[config.mk]
export PLATFORM = sky130hd
export DESIGN_NAME = uart_rx_flat
export DESIGN_NICKNAME = d
export VERILOG_FILES = /design/src/rtl/uart_rx_if.sv /design/src/rtl/uart_rx.sv /design/src/flat_wrapper.sv
export SDC_FILE = /design/constraint.sdc
export NUM_CORES = 1
export LEC_CHECK = 0
export BUFFER_PORTS_ARGS = -buffer_cell sky130_fd_sc_hd__buf_2
export CAP_MARGIN = 20
export CORE_MARGIN = 4
export CORE_UTILIZATION = 60
export DETAILED_ROUTE_END_ITERATION = 16
export PLACE_DENSITY = 0.81
export SLEW_MARGIN = 5
export SYNTH_ARGS = -nofsm -noshare
export SYNTH_HDL_FRONTEND = slang
export SYNTH_SLANG_ARGS = --single-unit
export TNS_END_PERCENT = 1
[constraint.sdc]
create_clock -name clk -period 2.7 [get_ports clk]
set_input_delay 0.135 -clock clk [delete_from_list [all_inputs] [get_ports clk]]
set_output_delay 0.135 -clock clk [all_outputs]
set_load 0.01 [all_outputs]
[src/rtl/uart_rx_if.sv]
// Serial receive bundle: the line input plus the byte/status outputs of uart_rx.
// master drives the line and watches results; slave is the receiver itself.
interface uart_rx_if;
  logic       rx;
  logic [7:0] data;
  logic       valid;
  logic       busy;
  logic       frame_err;
  logic       parity_err;

  modport master (output rx, input data, valid, busy, frame_err, parity_err);
  modport slave  (input rx, output data, valid, busy, frame_err, parity_err);
endinterface

[src/rtl/uart_rx.sv]
// UART receiver, 8N1 by default. Define UART_RX_PARITY_EN for 8E1 frames
// with an even-parity check reported on parity_err.
// Bits are sampled at their midpoint by a clock-count timer; a byte is
// published with a one-cycle valid when its stop bit samples high.
module uart_rx #(
  parameter int CLOCK_RATE     = 10,
  parameter int BAUD_RATE      = 1,
  parameter int CLOCKS_PER_BIT = CLOCK_RATE / BAUD_RATE
) (
  input logic     clk,
  input logic     rst,
  uart_rx_if.slave bus
);
  generate
    if (CLOCKS_PER_BIT < 4) begin : g_bad_cpb
      $error("uart_rx: CLOCKS_PER_BIT must be >= 4");
    end
  endgenerate

  localparam int TW = $clog2(CLOCKS_PER_BIT);
  localparam logic [TW-1:0] HALF = TW'(CLOCKS_PER_BIT / 2 - 1);
  localparam logic [TW-1:0] FULL = TW'(CLOCKS_PER_BIT - 1);

`ifdef UART_RX_PARITY_EN
  typedef enum logic [2:0] {S_IDLE, S_START, S_DATA, S_PARITY, S_STOP} state_t;
`else
  typedef enum logic [2:0] {S_IDLE, S_START, S_DATA, S_STOP} state_t;
`endif

  state_t        state;
  logic [TW-1:0] timer;
  logic [2:0]    bidx;
  logic [7:0]    shreg;
  logic [7:0]    data_q;
  logic          valid_q, busy_q, ferr_q, perr_q;
  logic          rx_m, rx_s, rx_d;
`ifdef UART_RX_PARITY_EN
  logic          par;
`endif

  // Two-flop synchroniser plus one history flop for falling-edge detection.
  always_ff @(posedge clk) begin
    if (rst) begin
      rx_m <= 1'b1;
      rx_s <= 1'b1;
      rx_d <= 1'b1;
    end else begin
      rx_m <= bus.rx;
      rx_s <= rx_m;
      rx_d <= rx_s;
    end
  end

  // Frame state machine with registered status strobes.
  always_ff @(posedge clk) begin
    if (rst) begin
      state   <= S_IDLE;
      timer   <= '0;
      bidx    <= '0;
      shreg   <= '0;
      data_q  <= '0;
      valid_q <= 1'b0;
      busy_q  <= 1'b0;
      ferr_q  <= 1'b0;
      perr_q  <= 1'b0;
`ifdef UART_RX_PARITY_EN
      par     <= 1'b0;
`endif
    end else begin
      valid_q <= 1'b0;
      ferr_q  <= 1'b0;
      perr_q  <= 1'b0;
      case (state)
        S_IDLE: begin
          // Edge-triggered: a line stuck low after a framing error never restarts.
          if (rx_d && !rx_s) begin
            timer <= '0;
            state <= S_START;
          end
        end
        S_START: begin
          busy_q <= 1'b1;
          if (timer == HALF) begin
            if (!rx_s) begin
              timer <= '0;
              bidx  <= '0;
              state <= S_DATA;
            end else begin
              // Start bit gone by its midpoint: a glitch, drop it silently.
              busy_q <= 1'b0;
              state  <= S_IDLE;
            end
          end else begin
            timer <= timer + 1'b1;
          end
        end
        S_DATA: begin
          if (timer == FULL) begin
            timer <= '0;
            shreg <= {rx_s, shreg[7:1]};
            bidx  <= bidx + 1'b1;
            if (bidx == 3'd7) begin
`ifdef UART_RX_PARITY_EN
              state <= S_PARITY;
`else
              state <= S_STOP;
`endif
            end
          end else begin
            timer <= timer + 1'b1;
          end
        end
`ifdef UART_RX_PARITY_EN
        S_PARITY: begin
          if (timer == FULL) begin
            timer <= '0;
            par   <= rx_s;
            state <= S_STOP;
          end else begin
            timer <= timer + 1'b1;
          end
        end
`endif
        S_STOP: begin
          // Leave at the stop midpoint so a following start edge is not missed.
          if (timer == FULL) begin
            timer  <= '0;
            state  <= S_IDLE;
            busy_q <= 1'b0;
            if (rx_s) begin
              data_q  <= shreg;
              valid_q <= 1'b1;
`ifdef UART_RX_PARITY_EN
              perr_q  <= ^{shreg, par};
`endif
            end else begin
              ferr_q <= 1'b1;
            end
          end else begin
            timer <= timer + 1'b1;
          end
        end
        default: begin
          state  <= S_IDLE;
          busy_q <= 1'b0;
        end
      endcase
    end
  end

  assign bus.data      = data_q;
  assign bus.valid     = valid_q;
  assign bus.busy      = busy_q;
  assign bus.frame_err = ferr_q;
  assign bus.parity_err = perr_q;
endmodule

[src/flat_wrapper.sv]
// flat-port wrapper written by rule: the top's interface ports become plain ports
module uart_rx_flat 
#(
  parameter int CLOCK_RATE     = 10,
  parameter int BAUD_RATE      = 1,
  parameter int CLOCKS_PER_BIT = CLOCK_RATE / BAUD_RATE
)
  (clk, rst, bus_rx, bus_data, bus_valid, bus_busy, bus_frame_err, bus_parity_err);
  uart_rx_if bus_i ();
  input logic clk;
  input logic rst;
  input wire logic [$bits(bus_i.rx)-1:0] bus_rx;
  output wire logic [$bits(bus_i.data)-1:0] bus_data;
  output wire logic [$bits(bus_i.valid)-1:0] bus_valid;
  output wire logic [$bits(bus_i.busy)-1:0] bus_busy;
  output wire logic [$bits(bus_i.frame_err)-1:0] bus_frame_err;
  output wire logic [$bits(bus_i.parity_err)-1:0] bus_parity_err;
  assign bus_i.rx = bus_rx;
  assign bus_data = bus_i.data;
  assign bus_valid = bus_i.valid;
  assign bus_busy = bus_i.busy;
  assign bus_frame_err = bus_i.frame_err;
  assign bus_parity_err = bus_i.parity_err;
  uart_rx #(.CLOCK_RATE(CLOCK_RATE), .BAUD_RATE(BAUD_RATE), .CLOCKS_PER_BIT(CLOCKS_PER_BIT)) u_core (.clk(clk), .rst(rst), .bus(bus_i));
endmodule
==> metrics.md <==
| Metric | Value |
|---|---|
| Internal power | 627 µW |
| Status | finished, final reports clean |
| Clock sinks | 31 |
| Max FO, Critical Path | 15 |
| Mean post-synth cell area | 9.27 µm² |
| Reg clk slew, reported paths | 0.09 ns |
| Number of global-route vias before repair | 949 |
| Clk root buf | clkbuf_4 |
| Clock Power Share | 0.375 |
| Post-Place Cell Area | 1420 µm² |
| Combinational share of power | 0.037 |
| Slew HR | 0.665 |
| Drt wl/cell | 13.4 µm |
| Layout cell share with drive strength beyond 1 | 0.198 |
| VDD IR max | 0.472 mV |
| Switching portion of total power | 0.214 |
| Synth cell types | 36 |
| Placer congestion estimate | 0.818 |
| Largest cells by area after synthesis | dfxtp_1 (46%), mux2i_1 (6.6%), nand2_1 (6.3%) |
| Slew Viols, Final | 0 |
| H-tree depth | 2 |
| Met2 usage | 0.264 |
| Final #Nets | 169 |
| Warnings, synthesis | 0 |
| Area grow syn2layout | 9.73% |
| Maxcap violations | 0 |
| Area of the mapped netlist | 1360 µm² |
| Pre-Repair DR Iteration Count | 4 |
| Most used DFF post-synth | dfxtp_1 |
| Die H | 55.7 µm |
| Fin Setup TNS | 0 ns |
| Mean number of vias per cell | 5.52 |
| Final wirelength | 2.53 mm |
| Post-synth EDFFs | 0 |
| Ports | 15 |
| Crit path required time | 2.95 ns |
| Grt met3 use | 0.0673 |
| CP Class | register to register |
| Worst Setup End Kind | register |
| Register area | 621 µm² |
| Post-synth ARST share | 0 |
| Startpoint types | register |
| Part of the cycle the worst path needs | 0.594 |
| Total global routing overflow | 0 |
| Site Rows | 16 |
| Met1 Usage GRT | 0.241 |
| Slew @ Worst Pin | 0.503 ns |
| Hold Crit Class | input pin to register |
| Setup violators final | 0 |
| P_leak | 0.587 nW |
| Chip Width | 55.7 µm |
| Setup Buffers After CTS | 0 |
| Largest net degree at the start of global routing | 33 |
| Gr busiest metal | met2 |
| Synth Instances | 147 |
| Share of the synthesized area in the top cell type | 0.455 |
| Final Instance Area | 1500 µm² |
| RSZ-0062 raised after global routing | false |
| Worst skew pair latency | 0.32 ns |
| Fin crit period | 1.60 ns |
| Die area | 3100 µm² |
| # diodes | 0 |
| DRC | 0 |
| Initial Utilization | 0.661 |
| Net Sw Power | 171 µW |
| Multi-input gate area | 689 µm² |
| Critical R2R Launch | u_core.state[0] |
| Worst hold start | rst |
| Core Box Area | 2060 µm² |
| Crit path from | u_core.state[0] |
| Pwr/cell area | 534 nW/µm² |
| Final hold violation count | 0 |
| Synthesized flop and latch total | 31 |
| Port bufs | 13 |
| Post-CTS Resized | 0 |
| FILL cells | 151 |
| Total GRT Usage | 0.182 |
| Initial antenna violation count | 0 |
| Syn Nets | 155 |
| Worst EP arrival | 1.85 ns |
| DRT iter0 DRCs | 24 |
| CTS tree | built |
| HPWL Detailed | 1.76 mm |
| Vias | 1,044 |
| Flop pwr share | 0.587 |
| DRT antenna net count | 0 |
| Register area share after synthesis | 0.455 |
| CTS Buf Count | 5 |
| Clock Skew | 0.00889 ns |
| Cell type with the largest total area after synthesis | dfxtp_1 |
| Longest Clk Path Bufs | 2 |
| Max Fclk | 624 MHz |
| First-pass GRT wire length | 4.44 mm |
synth_stat cells (2+ instances only):
cell type   n
a211oi_1    3
a21oi_1    14
buf_4       2
clkbuf_1    3
dfxtp_1    31
ha_1        5
inv_1       2
mux2i_1     9
nand2_1    23
nand2b_1    3
nand3_1     3
nand3b_1    4
nand3b_4    2
nor2_1     16
nor3_1      2
o21ai_0     2
or2_2       3
or3b_1      2
cells by family (layout without fill, tap and decap cells):
logic type                 after synthesis  after routing  synth area share
other                                    1              1           0.00275
muxes                                    9              9            0.0661
AOI/OAI and AO/OA                       26             26             0.121
and+or+nand+nor                         66             66             0.270
buffers and inverters                    9             24            0.0386
DFF                                     31             31             0.455
adders and majority gates                5              5            0.0459
worst paths after layout:
| kind | slack, ns | depth (start not counted) | end |
|---|---|---|---|
| hold reg to reg | 0.42 | 1 | u_core.rx_s |
| hold / removal | 0.26 | 2 | u_core.bus.data[2] |
| setup reg to reg | 1.10 | 4 | u_core.bidx[2] |
| setup / recovery | 1.10 | 4 | u_core.bidx[2] |
sequential cells by signal, summed over array words and instances, names as in the netlist:
name and cells:
u_core.shreg 8, u_core.bidx 3, u_core.bus.data 8, u_core.bus.valid 1
u_core.rx_d 1, u_core.rx_s 1, u_core.timer 4, u_core.bus.busy 1
u_core.bus.frame_err 1, u_core.rx_m 1, u_core.state 2
cell type report:
class / count / share of cell area
Clock buffer: 8 / 0.0460
Inverter: 2 / 0.00502
Multi-Input combinational cell: 107 / 0.461
Sequential cell: 31 / 0.415
Tap cell: 27 / 0.0226
Timing Repair Buffer: 14 / 0.0502
metal layers:
| layer | wire [µm] | share of wire |
|---|---|---|
| met2 | 1210 | 0.48 |
| met4 | 39 | 0.015 |
| met1 | 1160 | 0.46 |
| met5 | 0 | 0 |
| met3 | 126 | 0.050 |
cell usage in the layout, fill, tap and decap left out, types with 3 or more instances in the layout:
cell,instances
a211oi_1,3
a21oi_1,14
buf_2,13
clkbuf_4,5
dfxtp_1,31
ha_1,5
mux2i_1,9
nand2_1,23
nand2b_1,3
nand3_1,3
nand3b_1,4
nor2_1,16
or2_2,3
timing repair:
| item | CTS | global route |
|---|---|---|
| endpoints found under the setup margin | 0 | 0 |
| hold buffers | 1 | 0 |
| endpoints found under the hold margin | 1 | 0 |
per-stage QoR:
| stage | power (mW) | util | setup WS, ns | std cells | hold slack [ns] |
|---|---|---|---|---|---|
| final | 0.798 | 0.725 | 1.10 | 189 | 0.261 |
| after CTS | 0.807 | 0.725 | 1.10 | 189 | 0.254 |
| after global routing | 0.836 | 0.725 | 0.935 | 189 | 0.293 |
| after global placement | 0.507 | 0.687 | 1.18 | 180 | 0.322 |
| after floorplan | 0.503 | - | 1.29 | 147 | 0.239 |
| after detailed placement | 0.508 | 0.687 | 1.12 | 180 | 0.321 |
critical path: stages (launching register included):
cell and delay (ns):
dfxtp_1 0.63, or3b_1 0.43, a2bb2oi_2 0.17, nand3b_1 0.16, a21oi_1 0.13
power groups by stage:
stage	Sequential (mW)	Clock, mW	Combinational (mW)
after floorplan	0.476	0	0.0266
after global placement	0.478	0	0.0280
after detailed placement	0.479	0	0.0289
after CTS	0.468	0.308	0.0303
after global routing	0.470	0.333	0.0334
final	0.469	0.300	0.0299
No activity file was read; power rests on OpenSTA's default activity.
